### config.mk
export PLATFORM = sky130hd
export DESIGN_NAME = mul_div_unit_flat
export DESIGN_NICKNAME = d
export VERILOG_FILES = /design/src/rtl/mul_div_pkg.sv /design/src/rtl/mul_div_unit_if.sv /design/src/rtl/mul_div_step.sv /design/src/rtl/mul_div_unit.sv /design/src/flat_wrapper.sv
export SDC_FILE = /design/constraint.sdc
export NUM_CORES = 1
export LEC_CHECK = 0
export ABC_CLOCK_PERIOD_IN_PS = 6850
export BUFFER_PORTS_ARGS = -buffer_cell sky130_fd_sc_hd__buf_4
export CAP_MARGIN = 10
export CORE_UTILIZATION = 37
export DETAILED_ROUTE_END_ITERATION = 8
export GPL_TIMING_DRIVEN = 0
export PLACE_DENSITY = 0.6
export REMOVE_ABC_BUFFERS = 1
export SLEW_MARGIN = 10
export SYNTH_ARGS = -nofsm -noshare
export SYNTH_HDL_FRONTEND = slang
export SYNTH_SLANG_ARGS = --single-unit
### constraint.sdc
create_clock -name clock -period 6.85 [get_ports clock]
set_input_delay 0.3425 -clock clock [delete_from_list [all_inputs] [get_ports clock]]
set_output_delay 0.3425 -clock clock [all_outputs]
set_load 0.01 [all_outputs]
### src/rtl/mul_div_pkg.sv
// Shared encodings for the multi-cycle signed multiply/divide engine:
// operation codes, FSM state codes and the iteration-counter width helper.
package mul_div_pkg;

    localparam logic OP_MUL = 1'b0;
    localparam logic OP_DIV = 1'b1;

    localparam logic [1:0] S_IDLE = 2'd0;
    localparam logic [1:0] S_RUN  = 2'd1;
    localparam logic [1:0] S_FIX  = 2'd2;
    localparam logic [1:0] S_DONE = 2'd3;

    function automatic int cnt_width(input int width);
        return $clog2(width);
    endfunction

endpackage

### src/rtl/mul_div_unit_if.sv
// Request/response bundle between the control unit (master) and the
// multiply/divide engine (slave).
interface mul_div_unit_if #(
    parameter int WIDTH = 32
);
    logic                      start;
    logic                      op;
    logic signed [WIDTH-1:0]   opa;
    logic signed [WIDTH-1:0]   opb;
    logic        [2*WIDTH-1:0] result;
    logic                      busy;
    logic                      done;
    logic                      div_zero;

    modport master (
        output start, op, opa, opb,
        input  result, busy, done, div_zero
    );

    modport slave (
        input  start, op, opa, opb,
        output result, busy, done, div_zero
    );
endinterface

### src/rtl/mul_div_step.sv
// One combinational iteration: radix-2 Booth add/sub + arithmetic shift right,
// or non-restoring add/sub + shift left of the {remainder, quotient} pair.
module mul_div_step
    import mul_div_pkg::*;
#(
    parameter int WIDTH = 32
) (
    input  logic                  op,
    input  logic signed [WIDTH:0] acc,
    input  logic [WIDTH-1:0]      q,
    input  logic                  qm1,
    input  logic signed [WIDTH:0] m,
    output logic signed [WIDTH:0] acc_nx,
    output logic [WIDTH-1:0]      q_nx,
    output logic                  qm1_nx
);

    logic signed [WIDTH:0] sum;
    logic signed [WIDTH:0] shifted;

    always_comb begin
        sum     = acc;
        shifted = acc;
        acc_nx  = acc;
        q_nx    = q;
        qm1_nx  = qm1;
        if (op == OP_MUL) begin
            case ({q[0], qm1})
                2'b01:   sum = acc + m;
                2'b10:   sum = acc - m;
                default: sum = acc;
            endcase
            acc_nx = {sum[WIDTH], sum[WIDTH:1]};
            q_nx   = {sum[0], q[WIDTH-1:1]};
            qm1_nx = q[0];
        end else begin
            // Sign of the partial remainder picks subtract (>= 0) or add-back (< 0).
            shifted = {acc[WIDTH-1:0], q[WIDTH-1]};
            sum     = acc[WIDTH] ? (shifted + m) : (shifted - m);
            acc_nx  = sum;
            q_nx    = {q[WIDTH-2:0], ~sum[WIDTH]};
        end
    end

endmodule

### src/rtl/mul_div_unit.sv
// Multi-cycle signed multiply (Booth) / divide (non-restoring on magnitudes)
// engine feeding the HI/LO holding register; done doubles as its load enable.
module mul_div_unit
    import mul_div_pkg::*;
#(
    parameter int WIDTH = 32
) (
    input  logic          clock,
    input  logic          clear_n,
    mul_div_unit_if.slave bus
);

    localparam int CW = cnt_width(WIDTH);
    localparam logic [CW-1:0] CNT_LAST = CW'(WIDTH - 1);

    logic [1:0]            state;
    logic [CW-1:0]         cnt;
    logic                  op_q;
    logic                  div_zero_q;
    logic [2*WIDTH-1:0]    result_q;

    logic signed [WIDTH:0] acc;
    logic signed [WIDTH:0] mreg;
    logic [WIDTH-1:0]      qreg;
    logic                  qm1;
    logic                  neg_q;
    logic                  neg_r;

    logic signed [WIDTH:0] acc_nx;
    logic [WIDTH-1:0]      q_nx;
    logic                  qm1_nx;

    logic                  accept;
    logic                  dz;
    logic [WIDTH-1:0]      rem_fix;
    logic [2*WIDTH-1:0]    fix_res;

    function automatic logic [WIDTH-1:0] mag(input logic signed [WIDTH-1:0] v);
        logic [WIDTH-1:0] u;
        u = v;
        return v[WIDTH-1] ? (~u + 1'b1) : u;
    endfunction

    function automatic logic [WIDTH-1:0] cond_neg(input logic [WIDTH-1:0] v, input logic neg);
        return neg ? (~v + 1'b1) : v;
    endfunction

    assign accept = (state == S_IDLE) && bus.start;
    assign dz     = accept && (bus.op == OP_DIV) && (bus.opb == '0);

    mul_div_step #(.WIDTH(WIDTH)) u_step (
        .op     (op_q),
        .acc    (acc),
        .q      (qreg),
        .qm1    (qm1),
        .m      (mreg),
        .acc_nx (acc_nx),
        .q_nx   (q_nx),
        .qm1_nx (qm1_nx)
    );

    // Final correction: restore a negative remainder, then apply result signs.
    always_comb begin
        rem_fix = acc[WIDTH-1:0] + (acc[WIDTH] ? mreg[WIDTH-1:0] : '0);
        fix_res = {acc[WIDTH-1:0], qreg};
        if (op_q == OP_DIV) begin
            fix_res = {cond_neg(rem_fix, neg_r), cond_neg(qreg, neg_q)};
        end
    end

    always_ff @(posedge clock or negedge clear_n) begin
        if (!clear_n) begin
            state      <= S_IDLE;
            cnt        <= '0;
            op_q       <= OP_MUL;
            div_zero_q <= 1'b0;
            result_q   <= '0;
        end else begin
            case (state)
                S_IDLE: begin
                    if (bus.start) begin
                        op_q <= bus.op;
                        cnt  <= '0;
                        if (dz) begin
                            div_zero_q <= 1'b1;
                            result_q   <= {bus.opa, {WIDTH{1'b1}}};
                            state      <= S_DONE;
                        end else begin
                            div_zero_q <= 1'b0;
                            state      <= S_RUN;
                        end
                    end
                end
                S_RUN: begin
                    cnt <= cnt + CW'(1);
                    if (cnt == CNT_LAST) begin
                        state <= S_FIX;
                    end
                end
                S_FIX: begin
                    result_q <= fix_res;
                    state    <= S_DONE;
                end
                S_DONE: begin
                    state <= S_IDLE;
                end
                default: begin
                    state <= S_IDLE;
                end
            endcase
        end
    end

    // Datapath registers carry no reset; every accepted start reloads them.
    always_ff @(posedge clock) begin
        if (accept) begin
            acc <= '0;
            qm1 <= 1'b0;
            if (bus.op == OP_DIV) begin
                qreg  <= mag(bus.opa);
                mreg  <= {1'b0, mag(bus.opb)};
                neg_q <= bus.opa[WIDTH-1] ^ bus.opb[WIDTH-1];
                neg_r <= bus.opa[WIDTH-1];
            end else begin
                qreg  <= bus.opb;
                mreg  <= {bus.opa[WIDTH-1], bus.opa};
                neg_q <= 1'b0;
                neg_r <= 1'b0;
            end
        end else if (state == S_RUN) begin
            acc  <= acc_nx;
            qreg <= q_nx;
            qm1  <= qm1_nx;
        end
    end

    assign bus.result   = result_q;
    assign bus.busy     = (state != S_IDLE);
    assign bus.done     = (state == S_DONE);
    assign bus.div_zero = div_zero_q;

endmodule

### src/flat_wrapper.sv
// flat-port wrapper written by rule: the top's interface ports become plain ports
module mul_div_unit_flat import mul_div_pkg::*;
#(
    parameter int WIDTH = 32
)
  (clock, clear_n, bus_start, bus_op, bus_opa, bus_opb, bus_result, bus_busy, bus_done, bus_div_zero);
  mul_div_unit_if #(.WIDTH(WIDTH)) bus_i ();
  input  logic clock;
  input  logic clear_n;
  input wire logic [$bits(bus_i.start)-1:0] bus_start;
  input wire logic [$bits(bus_i.op)-1:0] bus_op;
  input wire logic [$bits(bus_i.opa)-1:0] bus_opa;
  input wire logic [$bits(bus_i.opb)-1:0] bus_opb;
  output wire logic [$bits(bus_i.result)-1:0] bus_result;
  output wire logic [$bits(bus_i.busy)-1:0] bus_busy;
  output wire logic [$bits(bus_i.done)-1:0] bus_done;
  output wire logic [$bits(bus_i.div_zero)-1:0] bus_div_zero;
  assign bus_i.start = bus_start;
  assign bus_i.op = bus_op;
  assign bus_i.opa = bus_opa;
  assign bus_i.opb = bus_opb;
  assign bus_result = bus_i.result;
  assign bus_busy = bus_i.busy;
  assign bus_done = bus_i.done;
  assign bus_div_zero = bus_i.div_zero;
  mul_div_unit #(.WIDTH(WIDTH)) u_core (.clock(clock), .clear_n(clear_n), .bus(bus_i));
endmodule
==> reports/metrics.cfg, run 1 <==
[yosys]
synth_cell_types=77
synth_flop_cell=dfrtp_1
syn_area_per_cell_um2=8.030
ys_seq_area_frac=0.2620
yosysWarningCount=0
synth-edff-count=67
async_reset_ff_frac=0.4195
syn_area_mm2=0.01725
synthCells=2148
ys_ff_latch=174

[clock_network]
cts_root_buf=clkbuf_16
clock_path_buffers=2
clkTransAtPathRegs_ns=0.07
clk_latency_ns=0.47
cts_num_sinks=174
cts_max_level=4
cts-buffers-inserted=17
cts_tree=yes

[flow_run]
cap_violations=0

[global_routing]
use_met2=0.3659
grt_pass1_wl_mm=84.18
antenna_found_initial=1
met1_usage=0.2969
first_global_vias=15434
grt_max_degree=132
track_usage=0.2220
busiest_layer=met2
grt_use_met3=0.02720
grt.overflow.total=0

[setup_path]
regToRegSetupSlack_ns=0.51
crit_type=reg -> reg
critPathRequiredTime_ns=7.03
startpoint_type=register
slowest_delay_ns=0.64
cp_data_arrival_time_ns=6.52
crit_path_end_kind=register
crit_chain=inv_1, ha_1, nor3b_1, nand3_1, nor3_1, nor3b_1, and2_1, nor3b_1, nor2_1, xor2_1, ha_1, inv_1, nor2_1, a21o_1, a311o_1, a221oi_1, o2111ai_1, a21oi_1, xnor2_1, a211o_1, o21ai_0
critPathMaxFanout=6
cp_common_cell=nor3b_1
slowest_stage=nor3b_1

[sta]
drv_slew=0
worst_slack_ns=0.5095
max_slew.worst_pin.slew_ns=1.097
finalSetupViolations=0
hold_violations=0
fin_crit_ns=6.341
rsz0062_at_grt=no
max-slew-margin-rel=0.2661
fmax_ghz=0.1577
timing.final.crit_share=0.9256
fin_skew_ns=0.01485

[routing]
first_pass_iters=5
wl_per_cell_um=18.87
first_iter_violations=1380
antenna_left=0
post-route-drc-count=0
vias=16218
viasPerCell=5.765
drt-total-wl_mm=53.09

[power_and_ir_drop]
switchingPower_mw=5.429
intPower_mw=5.397
vdd_drop_max_mv=0.2245
p_leak_nw=7.792
powerDensity_mw_per_mm2=558.2
swShare=0.5015
seqPwrFrac=0.212
p_clk_frac=0.093
p_comb_frac=0.696

[run_status]
outcome=complete, no violations

[finish]
final_nets=2378
synthToLayoutAreaGrowth_pct=12.45
final_core_util=0.4247
drive_above_1_share=0.09448
final_cells=2813

[floorplan]
fp.coreArea_mm2=0.04567
pin_count=135
die_h_um=217.9
start_util=0.3777
num_rows=78
die_x_um=217.9
die-area_mm2=0.04749

[placement]
placed_cells=2779
numPortBuffers=134
hpwl_mm=40.41
pre_cts_ws_ns=0.5073
gp_congestion=0.9276

[min_path]
min_path_type=in -> async

-- layout by cell type (no fill, tap or decap), types with 8 or more instances in the layout --
master,count
nand2_1,161
nand3_1,30
nor3b_1,17
o211ai_1,50
ha_1,105
and3_1,18
o41ai_1,10
a21oi_1,178
dfrtp_1,72
edfxtp_1,67
o31ai_1,33
a211oi_1,27
nor3_1,33
nor2b_1,23
inv_1,40
xnor2_1,115
o21a_1,16
or2_2,8
xor2_1,143
dfxtp_1,33
a31oi_1,41
o22a_1,17
o21ai_0,188
nand4_1,9
or3_1,22
and2_1,41
nand2b_1,24
mux2i_1,66
or4_1,17
a21o_1,49
nor2_1,234
clkbuf_16,18
a211o_1,11
buf_4,134
nor4_1,13
-- through the flow --
stage	cell area [um^2]	TNS (ns)	power, mW	hold slack, ns
6_report	19400	0	10.83	0.04515
3_5_place_dp	18770	0	9.725	0.4715
2_1_floorplan	16790	0	7.661	0.04691
4_1_cts	19350	0	10.77	0.07612
3_3_place_gp	18550	-89.64	9.545	0.4658
5_1_grt	19400	0	11.75	0.1281
-- registers in the layout, summed over array words and instances (netlist names) --
register             flops
u_core.neg_q             1
u_core.bus.div_zero      1
u_core.qm1               1
u_core.neg_r             1
u_core.acc              33
u_core.op_q              1
u_core.cnt               5
u_core.state             2
u_core.bus.result       64
u_core.qreg             32
u_core.mreg             33
-- power by group through the flow --
stage                     logic, mW  clock network, mW  registers (mW)
final                          7.53               1.01            2.29
after floorplan                5.48                  0            2.18
after global routing           8.34               1.05            2.35
after CTS                      7.48               1.02            2.27
after detailed placement       7.44                  0            2.29
after global placement         7.15                  0            2.40
-- worst paths after layout --
| check | start | end | depth (start not counted) |
|---|---|---|---|
| setup / recovery | u_core.mreg[1] | u_core.qreg[0] | 21 |
| hold / removal | clear_n | u_core.bus.result[2] | 1 |
| setup reg to reg | u_core.mreg[1] | u_core.qreg[0] | 21 |
| hold reg to reg | u_core.bus.div_zero | u_core.bus.div_zero | 1 |
| max in group asynchronous | clear_n | u_core.op_q | 1 |
| min in group clock | bus_opa[30] | u_core.bus.result[62] | 3 |
-- routing by layer --
metal | part of all wire | up-vias | wire [um]
li1 | - | 7997 | -
met1 | 0.47 | 7750 | 24850
met2 | 0.47 | 407 | 24710
met3 | 0.044 | 64 | 2311
met4 | 0.023 | 0 | 1217
met5 | 0 | - | 0
-- what timing repair did --
item / in CTS / in global routing
buffers inserted: 0 / 0
hold buffers: 0 / 0
endpoints found under the setup margin: 0 / 1
gates resized for setup: 0 / 1
-- cells by family (layout without fill, tap and decap cells) --
logic type | Yosys count | after routing | synth area share
AOI/OAI and AO/OA | 708 | 708 | 0.2593
and+or+nand+nor | 674 | 674 | 0.1892
xor gates and xnor gates | 258 | 258 | 0.1310
DFF | 174 | 174 | 0.2620
buffers and inverters | 153 | 217 | 0.03576
adders and majority gates | 111 | 111 | 0.08182
muxes | 70 | 70 | 0.04091
other | 0 | 1 | 0
-- cells in the mapped netlist, types with 24 or more instances --
library cell | instances | area share
nor2_1 | 234 | 0.051
o21ai_0 | 188 | 0.055
a21oi_1 | 178 | 0.052
nand2_1 | 161 | 0.035
xor2_1 | 143 | 0.073
xnor2_1 | 115 | 0.058
ha_1 | 108 | 0.078
clkbuf_1 | 78 | 0.017
dfrtp_1 | 73 | 0.11
edfxtp_1 | 67 | 0.12
mux2i_1 | 66 | 0.038
a21o_1 | 50 | 0.022
o211ai_1 | 50 | 0.022
a31oi_1 | 41 | 0.015
and2_1 | 41 | 0.015
inv_1 | 41 | 0.0089
dfxtp_1 | 34 | 0.039
nor3_1 | 33 | 0.0096
o31ai_1 | 33 | 0.014
nand3_1 | 30 | 0.0087
a211oi_1 | 27 | 0.012
nand2b_1 | 24 | 0.0087
-- final cells by class --
cell class	instances	area, um^2
fillers	4588	26280
multi-input cells	1821	12160
flip-flops and latches	174	4524
repair buffers	143	1216
well taps	600	750.7
clock buffers	23	509.2
inverters	42	161.4
clock inverters	9	72.57
diodes	1	2.502
-- worst max-delay path, delay by kind of cell (launching register included) --
kind	cells	cell delay (ns)
AO/OA/AOI/OAI	7	1.71
XOR/XNOR	2	0.69
adder cells (fa/ha/maj)	2	0.49
buffers and inverters	2	0.24
flip-flops	1	0.51
AND/OR/NAND/NOR	8	2.42
Note: power is estimated with default switching activity, not from simulation.
==> run 2, diff against run 1 <==
Settings changed: BUFFER_PORTS_ARGS -buffer_cell sky130_fd_sc_hd__buf_4 to default, DONT_BUFFER_PORTS from default to 1, PLACE_DENSITY 0.6 to 0.57.
==> run 2 against run 1 <==
Sequential cell count unchanged. First-iteration DRC count shrank 24%. Non-clock buffer count down 134. Clock-buffer cell count unchanged. Clock power up 6%. Final area shrank 4.9%. Die area unchanged. Sequential share of layout area is 1.2 points higher. Largest cell class unchanged.
==> reports/metrics.cfg, run 2 (synthesis results as in run 1) <==
[run_status]
outcome=complete, no violations

[sta]
rsz0062_at_grt=no
max_slew.worst_pin.slew_ns=1.039  ; -0.05787 ns
fin_crit_ns=6.383  ; +0.04197 ns
max-slew-margin-rel=0.3057  ; +0.03960
timing.final.crit_share=0.9318  ; +0.006127
fmax_ghz=0.1567  ; -0.66%
drv_slew=0  ; unchanged
fin_skew_ns=0.01303  ; -0.001817 ns
hold_violations=0  ; unchanged
timing.hold.ws_ns=0.03101  ; -0.01415 ns
finalSetupViolations=0  ; unchanged

[min_path]
min_path_type=in -> reg

[finish]
design_area_mm2=0.01844  ; -4.9%
largest_reg_flops=64  ; unchanged
final_nets=2244  ; -5.6%
layout_common_cells=234 x nor2_1, 188 x o21ai_0, 178 x a21oi_1
final_common_cell=nor2_1
n_antenna_cell=0  ; -1
drive_above_1_share=0.03561  ; -0.05887
final_cells=2678  ; -4.8%
n_fill_cell=4651  ; +1.4%
synthToLayoutAreaGrowth_pct=6.913

[power_and_ir_drop]
finalPower_mw=10.79  ; -0.37%
vdd_drop_max_mv=0.2419  ; +7.7%
powerDensity_mw_per_mm2=584.9  ; +4.8%
p_leak_nw=7.186  ; -7.8%

[floorplan]
fp.coreArea_mm2=0.04567  ; unchanged
die_h_um=217.9  ; unchanged
pin_count=135  ; unchanged
die-area_mm2=0.04749  ; unchanged
start_util=0.3777  ; unchanged
die_x_um=217.9  ; unchanged
num_rows=78  ; unchanged

[routing]
antenna_left=0  ; unchanged
drt-total-wl_mm=55.13  ; +3.9%
vias=15708  ; -3.1%
viasPerCell=5.866  ; +1.7%
first_iter_violations=1048  ; -24%
wl_per_cell_um=20.59  ; +9.1%
post-route-drc-count=0  ; unchanged
first_pass_iters=5  ; unchanged

[setup_path]
critPathRequiredTime_ns=7.02  ; about the same
crit_path_end_kind=register
slowest_stage=nor3b_1
crit_type=reg -> reg
cp_common_cell=nor3b_1
crit_chain=inv_1, ha_1, nor3b_1, nand3_1, nor3_1, nor3b_1, and2_1, nor3b_1, nor2_1, xor2_1, ha_1, inv_1, nor2_1, a21o_1, a311o_1, a221oi_1, o2111ai_1, a21oi_1, xnor2_1, a211o_1, o21ai_0
cp_data_arrival_time_ns=6.55  ; +0.03 ns
startpoint_type=register
critPathMaxFanout=6  ; unchanged
slowest_delay_ns=0.66  ; +0.02 ns

[clock_network]
clock_path_buffers=2  ; unchanged
cts_max_level=4  ; unchanged
clk_latency_ns=0.46  ; about the same
cts_num_sinks=174  ; unchanged
cts-buffers-inserted=17  ; unchanged
cts_tree=yes
clkTransAtPathRegs_ns=0.08  ; about the same
cts_root_buf=clkbuf_16

[placement]
numPortBuffers=0  ; -100%
gp_congestion=0.9230  ; -0.50%
placed_area_mm2=0.01777  ; -5.3%
hpwl_mm=41.56  ; +2.8%
placed_cells=2644  ; -4.9%

[global_routing]
grt_pass1_wl_mm=86.22  ; +2.4%
grt.overflow.total=0  ; unchanged
grt_max_degree=132  ; unchanged
track_usage=0.2316  ; +0.009679
first_global_vias=15053  ; -2.5%
antenna_found_initial=0  ; -1

[flow_run]
cap_violations=0  ; unchanged

-- run 2: cell types whose count changed in the layout (fill, tap and decap cells not counted), moves of 2 or more --
cell / delta
buf_12: -3
buf_16: +2
buf_4: -134
clkbuf_16: +3
clkbuf_8: -3
-- run 2: metrics by stage --
stage / util / TNS, ns / setup slack (ns)
after floorplan: - / 0 / 1.554
after global placement: 0.3840 / -93.67 / -1.635
after detailed placement: 0.3890 / 0 / 0.4218
after CTS: 0.4036 / 0 / 0.3810
after global routing: 0.4038 / 0 / 0.08722
final: 0.4038 / 0 / 0.4675
-- run 2: timing repair --
| item | 4_1_cts | 5_1_grt |
|---|---|---|
| hold endpoints to repair | 73 | 0 |
| gates resized for setup | 0 | 1 |
| setup buffers | 0 | 0 |
| hold buffers | 2 | 0 |
| endpoints found under the setup margin | 0 | 1 |
-- run 2: metal layers --
metal  track usage  part of all wire
met1        0.3126              0.46
met2        0.3772              0.46
met3       0.04073             0.061
met4       0.06410             0.019
met5             0                 0
-- run 2: path summary, 6_finish.rpt --
check	slack, ns	endpoint	from	depth (start not counted)
max	0.47	u_core.qreg[0]	u_core.mreg[1]	21
min in group asynchronous	0.43	u_core.bus.result[40]	clear_n	2
min	0.03	u_core.bus.result[62]	bus_opa[30]	2
max in group asynchronous	6.02	u_core.bus.result[59]	clear_n	2
max reg2reg	0.47	u_core.qreg[0]	u_core.mreg[1]	21
min reg2reg	0.50	u_core.qm1	u_core.qm1	2
-- run 2: area by class of cell --
cell class | count | area [um^2] | share of cell area
Inverter | 42 | 161.4 | 0.008752
Tap cell | 600 | 750.7 | 0.04071
Sequential cell | 174 | 4524 | 0.2453
Timing Repair Buffer | 9 | 215.2 | 0.01167
Clock inverter | 9 | 87.58 | 0.004749
Multi-Input combinational cell | 1821 | 12160 | 0.6593
Clock buffer | 23 | 543.0 | 0.02945
-- run 2: where the power goes --
group | leakage [nW] | switching, mW | internal [mW]
Combinational | 5.15 | 4.28 | 3.03
Clock | 0.313 | 0.471 | 0.601
Sequential | 1.72 | 0.782 | 1.63
Total | 7.19 | 5.53 | 5.26
-- run 2: critical path: cells and delay by family (launching register included) --
family / cells / cell delay, ns
AO/OA/AOI/OAI: 7 / 1.79
XOR/XNOR: 2 / 0.47
adder cells (fa/ha/maj): 2 / 0.50
buffers and inverters: 2 / 0.22
flip-flops: 1 / 0.51
AND/OR/NAND/NOR: 8 / 2.61
==> run 3, diff against run 2 <==
Settings changed: RECOVER_POWER from default to 100.
==> run 3 against run 2 <==
The run now ends with max-capacitance violations, max-slew violations left. First-iteration DRC count up 1.2%. Register-to-register slack worse by 0.03 ns. Routed wire length about the same. Worst hold slack better by 0.0082 ns. Sequential power about the same.
==> reports/metrics.cfg, run 3 (synthesis results as in run 1) <==
[setup_path]
cp_top_family=simple AND/OR/NAND/NOR gates
slowest_stage=nor3b_1
path_buf_inv=2  ; unchanged
critPathMaxFanout=6  ; unchanged
slowest_delay_ns=0.67  ; about the same
critPathRequiredTime_ns=7.01  ; about the same
crit_type=reg -> reg
crit_chain=inv_1, ha_1, nor3b_1, nand3_1, nor3_1, nor3b_1, and2_0, nor3b_1, nor2_1, xor2_1, ha_1, inv_1, nor2_1, a21o_1, a311o_1, a221oi_1, o2111ai_1, a21oi_1, xnor2_1, a211o_1, o21ai_0
startpoint_type=register
cp_common_cell=nor3b_1
cp_data_arrival_time_ns=6.58  ; +0.03 ns
crit_path_end_kind=register
regToRegSetupSlack_ns=0.43  ; -0.03 ns

[power_and_ir_drop]
intPower_mw=5.251  ; about the same
powerDensity_mw_per_mm2=585.8  ; +0.15%
p_clk_frac=0.099  ; about the same
p_comb_frac=0.677  ; about the same
switchingPower_mw=5.518  ; -0.25%
seqPwrFrac=0.224  ; about the same
finalPower_mw=10.77  ; -0.16%
swShare=0.5124  ; about the same
p_leak_nw=7.146  ; -0.56%
vdd_drop_max_mv=0.2398  ; -0.84%

[placement]
placed_cells=2644  ; unchanged
hpwl_mm=41.56  ; unchanged
numPortBuffers=0  ; unchanged
gp_congestion=0.9230  ; unchanged

[floorplan]
start_util=0.3777  ; unchanged
pin_count=135  ; unchanged
die_x_um=217.9  ; unchanged
num_rows=78  ; unchanged
fp.coreArea_mm2=0.04567  ; unchanged
die_h_um=217.9  ; unchanged
die-area_mm2=0.04749  ; unchanged

[clock_network]
cts_tree=yes
clkTransAtPathRegs_ns=0.08  ; about the same
cts_max_level=4  ; unchanged
clock_path_buffers=2  ; unchanged
cts_num_sinks=174  ; unchanged
clk_latency_ns=0.46  ; about the same
cts-buffers-inserted=17  ; unchanged
cts_root_buf=clkbuf_16

[global_routing]
grt.overflow.total=0  ; unchanged
first_global_vias=15053  ; unchanged
grt_use_met3=0.04073  ; unchanged
antenna_found_initial=0  ; unchanged
grt_pass1_wl_mm=86.22  ; unchanged
met1_usage=0.3126  ; unchanged
grt_max_degree=132  ; unchanged
use_met2=0.3772  ; unchanged
track_usage=0.2316  ; unchanged
busiest_layer=met2

[finish]
final_common_cell=nor2_1
largest_reg_flops=64  ; unchanged
n_fill_cell=4663  ; +0.26%
synthToLayoutAreaGrowth_pct=6.579
layout_common_cells=234 x nor2_1, 193 x o21ai_0, 178 x a21oi_1
final_nets=2244  ; unchanged
n_antenna_cell=0  ; unchanged
final_cells=2678  ; unchanged
regArea_mm2=0.004524  ; unchanged
multiInputGateArea_mm2=0.01213  ; -0.27%
drive_above_1_share=0.03128  ; -0.004331

[sta]
max-slew-margin-rel=-1.963  ; -2.269
fin_crit_ns=6.416  ; +0.03370 ns
drv_slew=122  ; +122
max_slew.worst_pin.slew_ns=4.445  ; +3.406 ns
finalSetupViolations=0  ; unchanged
fmax_ghz=0.1559  ; -0.53%
fin_skew_ns=0.01310  ; +0.00006920 ns
timing.final.crit_share=0.9367  ; +0.004920
hold_violations=0  ; unchanged
rsz0062_at_grt=no

[routing]
antenna_left=0  ; unchanged
first_pass_iters=5  ; unchanged
viasPerCell=5.889  ; +0.40%
vias=15771  ; +0.40%
drt-total-wl_mm=55.09  ; about the same
first_iter_violations=1061  ; +1.2%
post-route-drc-count=0  ; unchanged
wl_per_cell_um=20.57  ; about the same

[min_path]
min_path_type=in -> reg

[flow_run]
cap_violations=2  ; +2

[run_status]
outcome=finished, violations left
violations=max-capacitance violations, max-slew violations

==> run 3: power groups by stage <==
stage	Clock (mW)	Combinational, mW	Sequential (mW)
5_1_grt	1.12	8.06	2.48
3_3_place_gp	0	6.95	2.50
3_5_place_dp	0	7.16	2.42
6_report	1.07	7.29	2.41
4_1_cts	1.08	7.23	2.40
2_1_floorplan	0	5.48	2.18
==> run 3: routing by layer <==
metal / vias to the layer above / part of all wire
li1: 7730 / -
met1: 7528 / 0.46
met2: 457 / 0.46
met3: 56 / 0.063
met4: 0 / 0.019
met5: - / 0
==> run 3: final cells by class <==
type | count | share of cell area
multi-input combinational | 1821 | 0.6596
sequential | 174 | 0.2461
tap | 600 | 0.04084
clock buffer | 23 | 0.02954
timing repair buffer | 9 | 0.01041
inverter | 42 | 0.008712
clock inverter | 9 | 0.004764
==> run 3: metrics by stage <==
step                hold WS, ns  utilization  cell area, um^2  setup slack, ns  setup TNS [ns]
finish                  0.03920       0.4025            18380           0.4338               0
global route            0.03690       0.4025            18380          0.08887               0
CTS                     0.02040       0.4036            18440           0.3810               0
detailed placement      0.04843       0.3890            17770           0.4218               0
global placement        0.04830       0.3840            17540           -1.635          -93.67
floorplan               0.04691            -            16790            1.554               0
==> run 3: what timing repair did <==
item | CTS | global route
endpoints found under the hold margin | 73 | 0
hold buffers | 2 | 0
endpoints found under the setup margin | 0 | 1
gates resized for setup | 0 | 1
buffers inserted | 0 | 0
==> run 3: path summary, 6_finish.rpt <==
kind,startpoint,endpoint,cells after the start
min in group asynchronous,clear_n,u_core.bus.result[40],2
worst min-delay path,bus_opa[30],u_core.bus.result[62],2
worst max register to register,u_core.mreg[1],u_core.qreg[0],21
worst min register to register,u_core.qm1,u_core.qm1,2
worst max-delay path,u_core.mreg[1],u_core.qreg[0],21
max in group asynchronous,clear_n,u_core.op_q,2
